--- src/rtl/tester_serial_pkg.sv ---
// Shared definitions for the tester serial transmit/receive blocks:
// frame state encoding and parity mode codes.
package tester_serial_pkg;

  typedef enum logic [2:0] {
    S_IDLE,
    S_START,
    S_DATA,
    S_PARITY,
    S_STOP
  } state_e;

  localparam int unsigned PAR_NONE = 0;
  localparam int unsigned PAR_EVEN = 1;
  localparam int unsigned PAR_ODD  = 2;

endpackage

--- src/rtl/serial_bit_timer.sv ---
// Reloadable bit-period down-counter: a load strobe latches the period and
// restarts the count; bit_end ticks on the last cycle of every period.
module serial_bit_timer #(
  parameter int unsigned DIV_WIDTH = 16
) (
  input  logic                 clk,
  input  logic                 rst,
  input  logic                 load,
  input  logic [DIV_WIDTH-1:0] load_val,
  input  logic                 run,
  output logic                 bit_end
);

  logic [DIV_WIDTH-1:0] period_q, period_d;
  logic [DIV_WIDTH-1:0] count_q, count_d;

  always_comb begin
    period_d = period_q;
    count_d  = count_q;
    if (load) begin
      period_d = load_val;
      count_d  = load_val;
    end else if (run) begin
      // Wrap straight to the latched period so consecutive bits abut.
      count_d = (count_q == '0) ? period_q : count_q - DIV_WIDTH'(1);
    end
  end

  assign bit_end = run & ~load & (count_q == '0);

  always_ff @(posedge clk or posedge rst) begin
    if (rst) begin
      period_q <= '0;
      count_q  <= '0;
    end else begin
      period_q <= period_d;
      count_q  <= count_d;
    end
  end

endmodule

--- src/rtl/tester_frame_serializer.sv ---
// Pops words from the tester shift FIFO and sends each one as an async
// serial frame: start bit, data LSB-first, optional parity, stop bit(s).
module tester_frame_serializer
  import tester_serial_pkg::*;
#(
  parameter int unsigned WIDTH     = 16,
  parameter int unsigned DIV_WIDTH = 16,
  parameter int unsigned PARITY    = 0,
  parameter int unsigned STOP_BITS = 1
) (
  input  logic                 fi_clk,
  input  logic                 fi_rst,
  input  logic                 fi_en,
  input  logic [DIV_WIDTH-1:0] cfg_div,
  input  logic                 fi_stb,
  input  logic [WIDTH-1:0]     fi_dat,
  output logic                 fi_ack,
  output logic                 fo_txd,
  output logic                 fo_busy,
  output logic                 fo_done
);

  localparam int unsigned CNT_W = $clog2(WIDTH + 1);
  localparam logic [CNT_W-1:0] LAST_DATA = CNT_W'(WIDTH - 1);
  localparam logic [CNT_W-1:0] LAST_STOP = CNT_W'(STOP_BITS - 1);

  state_e             state_q, state_d;
  logic [WIDTH-1:0]   shift_q, shift_d;
  logic [CNT_W-1:0]   cnt_q, cnt_d;
  logic               txd_q, txd_d;
  logic               busy_q, busy_d;
  logic               par_q, par_d;
  logic               bit_end;

  assign fi_ack = (state_q == S_IDLE) & fi_en & fi_stb & ~fi_rst;

  serial_bit_timer #(
    .DIV_WIDTH(DIV_WIDTH)
  ) u_timer (
    .clk      (fi_clk),
    .rst      (fi_rst),
    .load     (fi_ack),
    .load_val (cfg_div),
    .run      (busy_q),
    .bit_end  (bit_end)
  );

  always_comb begin
    state_d = state_q;
    shift_d = shift_q;
    cnt_d   = cnt_q;
    txd_d   = txd_q;
    busy_d  = busy_q;
    par_d   = par_q;
    // The line value for the next bit is chosen one edge early so fo_txd
    // stays a plain flop output.
    case (state_q)
      S_IDLE: begin
        if (fi_ack) begin
          shift_d = fi_dat;
          par_d   = (PARITY == PAR_ODD) ? ~(^fi_dat) : ^fi_dat;
          cnt_d   = '0;
          txd_d   = 1'b0;
          busy_d  = 1'b1;
          state_d = S_START;
        end
      end
      S_START: begin
        if (bit_end) begin
          txd_d   = shift_q[0];
          state_d = S_DATA;
        end
      end
      S_DATA: begin
        if (bit_end) begin
          shift_d = shift_q >> 1;
          if (cnt_q == LAST_DATA) begin
            cnt_d = '0;
            if (PARITY != PAR_NONE) begin
              txd_d   = par_q;
              state_d = S_PARITY;
            end else begin
              txd_d   = 1'b1;
              state_d = S_STOP;
            end
          end else begin
            cnt_d = cnt_q + CNT_W'(1);
            txd_d = shift_q[1];
          end
        end
      end
      S_PARITY: begin
        if (bit_end) begin
          txd_d   = 1'b1;
          state_d = S_STOP;
        end
      end
      S_STOP: begin
        if (bit_end) begin
          if (cnt_q == LAST_STOP) begin
            cnt_d   = '0;
            busy_d  = 1'b0;
            state_d = S_IDLE;
          end else begin
            cnt_d = cnt_q + CNT_W'(1);
          end
        end
      end
      default: begin
        txd_d   = 1'b1;
        busy_d  = 1'b0;
        state_d = S_IDLE;
      end
    endcase
  end

  assign fo_done = (state_q == S_STOP) & bit_end & (cnt_q == LAST_STOP);
  assign fo_txd  = txd_q;
  assign fo_busy = busy_q;

  always_ff @(posedge fi_clk or posedge fi_rst) begin
    if (fi_rst) begin
      state_q <= S_IDLE;
      shift_q <= '0;
      cnt_q   <= '0;
      txd_q   <= 1'b1;
      busy_q  <= 1'b0;
      par_q   <= 1'b0;
    end else begin
      state_q <= state_d;
      shift_q <= shift_d;
      cnt_q   <= cnt_d;
      txd_q   <= txd_d;
      busy_q  <= busy_d;
      par_q   <= par_d;
    end
  end

endmodule

--- config.mk ---
export PLATFORM = sky130hd
export DESIGN_NAME = tester_frame_serializer
export DESIGN_NICKNAME = d
export VERILOG_FILES = /design/src/rtl/tester_serial_pkg.sv /design/src/rtl/serial_bit_timer.sv /design/src/rtl/tester_frame_serializer.sv
export SDC_FILE = /design/constraint.sdc
export NUM_CORES = 1
export LEC_CHECK = 0
export CORE_MARGIN = 2
export CORE_UTILIZATION = 30
export DETAILED_ROUTE_END_ITERATION = 10
export PLACE_DENSITY = 0.52
export SLEW_MARGIN = 20
export SYNTH_ARGS = -nofsm -noshare
export SYNTH_HDL_FRONTEND = slang
export SYNTH_SLANG_ARGS = --single-unit
--- constraint.sdc ---
create_clock -name fi_clk -period 8.5 [get_ports fi_clk]
set_input_delay 2.55 -clock fi_clk [delete_from_list [all_inputs] [get_ports fi_clk]]
set_output_delay 2.55 -clock fi_clk [all_outputs]
set_load 0.01 [all_outputs]
==> flow_metrics.env <==
export IMPL_die_h_um=107
export IMPL_port_buffers=39
export IMPL_top_level_ports=40
export IMPL_post_cts_buffers=0
export IMPL_finalCriticalPeriod_ps=6970
export IMPL_fmax_ghz=0.144
export IMPL_clkPwrFrac_pct=48.7
export IMPL_holdBufCountCts=0
export IMPL_setup_viol=0
export IMPL_stdcell_area_um2=3890
export IMPL_drtPass1Iterations=5
export IMPL_status="finished, final reports clean"
export IMPL_drt_iter0_drc=139
export IMPL_vias=2638
export IMPL_drv_cap=0
export IMPL_synth_edf_count=0
export IMPL_worstPathMaxFanout=29
export IMPL_layout_drive_gt1_share_pct=13.3
export IMPL_finish_utilization_pct=37.5
export IMPL_clkSinkCount=58
export IMPL_dp_hpwl_um=5050
export IMPL_routabilityCongestion=0.780
export IMPL_tightest_slew_ps=800
export IMPL_postPlaceCellArea_um2=3680
export IMPL_placed_cells=503
export IMPL_crit_type="in -> out"
export IMPL_synthTopCellsByArea="dfrtp_1 (44%), nand2_1 (7.7%), o221a_2 (5.3%)"
export IMPL_power_total_uw=583
export IMPL_switching_share_pct=21.9
export IMPL_yosysWarnings=0
export IMPL_grt_pass1_wl_um=13500
export IMPL_core_area_um2=10400
export IMPL_yosysSeqAreaShare_pct=45.2
export IMPL_via_per_inst=5.08
export IMPL_finalHoldViolCount=0
export IMPL_grt_total_usage_pct=14.6
export IMPL_synth_cell_types=65
export IMPL_fin_nets=420
export IMPL_p_int_uw=456
export IMPL_post_place_ws_ps=1500
export IMPL_maxSlewViolCount=0
export IMPL_cp_required_ps=5950
export IMPL_startpoint_type="input port"
export IMPL_num_rows=37
export IMPL_maxSlewHeadroom_pct=46.7
export IMPL_overflow=0
export IMPL_synthCells=344
export IMPL_fin_hold_ws_ps=473
export IMPL_htree_num_levels=3
export IMPL_finClkSkew_ps=10.3
export IMPL_n_antenna_cell=0
export IMPL_arrival_ps=4420
export IMPL_power_switching_uw=127
export IMPL_setup_tns_ps=0
export IMPL_cts_buffers=9
export IMPL_hold_path_class="reg -> reg"
export IMPL_seqPwrFrac_pct=47.3
export IMPL_p_comb_share_pct=4.0
export IMPL_power_density_nw_per_um2=150
export IMPL_synth_ff_type="dfrtp_1"
export IMPL_syn_area_per_cell_um2=9.33
export IMPL_peakVddDrop_mv=0.0525
export IMPL_post_route_worst_setup_slack_ps=1530
export IMPL_die_w_um=107
export IMPL_cts_tree="built"
export IMPL_ys_ff_latch=58
export IMPL_drt_total_wl_um=7700
export IMPL_stdcell_count=519
export IMPL_ctsResizeCount=0
export IMPL_syn_to_final_growth_pct=21.3
export IMPL_cts_root_buf="clkbuf_8"
export IMPL_multi_input_area_um2=1590
export IMPL_die_area_um2=11500
export IMPL_synthArstFlopShare_pct=100
export IMPL_synthesis_nets=386
export IMPL_antenna_found_initial=0
export IMPL_yosysTopAreaCell="dfrtp_1"
export IMPL_start_util_pct=31.0
export IMPL_cts_path_max_buffers=2
export IMPL_seq_area_um2=1450
export IMPL_syn_area_um2=3210
export IMPL_nFillCells=1070
export IMPL_clk_pin_slew_ps=70
export IMPL_worst_r2r_setup_slack_ps=5780
export IMPL_grt_max_degree=59
export IMPL_synth_top_area_share_pct=44.4
export IMPL_post_drt_wl_per_cell_um=14.8
export IMPL_drc=0
export IMPL_rsz0062_at_grt="false"
export IMPL_clk_latency_ps=340
export IMPL_grt_pass1_vias=2696
export IMPL_antenna_left=0
export IMPL_leakage_nw=1.67
export IMPL_worstSetupEndpointType="output port"
export IMPL_fin_crit_sh_pct=81.9
-- final cells by class --
type / count / area share [%]
clock buffers: 9 / 3.18
clock inverters: 7 / 2.41
inverters: 14 / 1.35
multi-input cells: 253 / 40.8
flip-flops and latches: 58 / 37.3
well taps: 136 / 4.37
repair buffers: 42 / 10.6
-- final timing paths --
check                                                  from                               end  cells after the start
hold / removal             u_timer.period_q[10]$_DFFE_PP0P_  u_timer.period_q[10]$_DFFE_PP0P_                      2
setup / recovery                                     fi_stb                            fi_ack                      6
max in group asynchronous                            fi_rst            state_q[0]$_DFFE_PP0P_                      3
setup reg to reg             u_timer.count_q[2]$_DFFE_PP0P_            state_q[2]$_DFFE_PP0P_                      5
hold reg to reg            u_timer.period_q[10]$_DFFE_PP0P_  u_timer.period_q[10]$_DFFE_PP0P_                      2
min in group asynchronous                            fi_rst              cnt_q[0]$_DFFE_PP0P_                      3
-- metal layers --
metal,routed length (µm),vias up,global-route usage [%],part of all wire [%]
met5,0,-,0,0
li1,-,1311,-,-
met3,238,8,2.36,3.1
met4,108,0,5.68,1.4
met2,3520,46,22.0,46
met1,3830,1273,20.9,50
-- power by group through the flow --
stage / clock network (mW) / logic (mW) / registers [mW]
3_3_place_gp: 0 / 0.0236 / 0.281
4_1_cts: 0.289 / 0.0239 / 0.276
3_5_place_dp: 0 / 0.0238 / 0.281
2_1_floorplan: 0 / 0.00541 / 0.281
6_report: 0.284 / 0.0231 / 0.276
5_1_grt: 0.303 / 0.0256 / 0.276
-- Yosys cell counts (all sizes together), types with 2 or more instances --
library cell and n:
a32oi 2, nor4 8, a21oi 14, o211ai 4, o21a 2, nor2 19
ha 6, o221a 15, nor3b 3, a31oi 5, a31o 2, clkbuf 5
a21o 3, or4 3, nor3 9, o311ai 2, nand2b 21, buf 14
or3 6, dfrtp 57, inv 13, o41ai 2, o31ai 6, xnor2 2
nand2 66, nand3 10, o21ai 22
-- state kept, by name (all words and copies together) (netlist names) --
name,count
fo_busy,1
shift_q,16
u_timer.period_q,16
cnt_q,5
fo_txd,1
u_timer.count_q,16
state_q,3
-- logic make-up after synthesis --
kind of cell	Yosys count	synth area share [%]
XOR/XNOR	3	0.819
AND/OR/NAND/NOR	156	25.5
buffers and inverters	33	5.30
adder cells (fa/ha/maj)	6	2.34
AO/OA/AOI/OAI	87	20.5
multiplexers	1	0.312
flip-flops	58	45.2
-- worst max-delay path, cell delays in order --
cell and delay, ps:
clkdlybuf4s50_1 460, nor4bb_1 420, nand2_1 100, buf_4 240
inv_1 100, clkdlybuf4s50_1 530
-- placed cells by master, fill, tap and decap left out, types with 2 or more instances in the layout --
cell type and n:
nor4_1 5, a31oi_1 4, o31ai_1 6, or3_1 5, buf_4 3, a21o_1 2
a32oi_1 2, o221a_2 15, a21oi_1 14, nor2_1 17, bufinv_16 2, nor3_1 9
o211ai_1 4, o21a_1 2, clkinvlp_4 2, inv_1 12, o41ai_1 2, nand3_1 10
or4_1 2, clkinv_2 2, nand2b_1 21, clkbuf_8 9, dfrtp_1 57, nand2_1 66
o21ai_0 20, nor4_2 2, clkdlybuf4s50_1 39, ha_1 6, nor3b_1 3, xnor2_1 2
a31o_2 2
No activity file was read; power rests on OpenSTA's default activity.
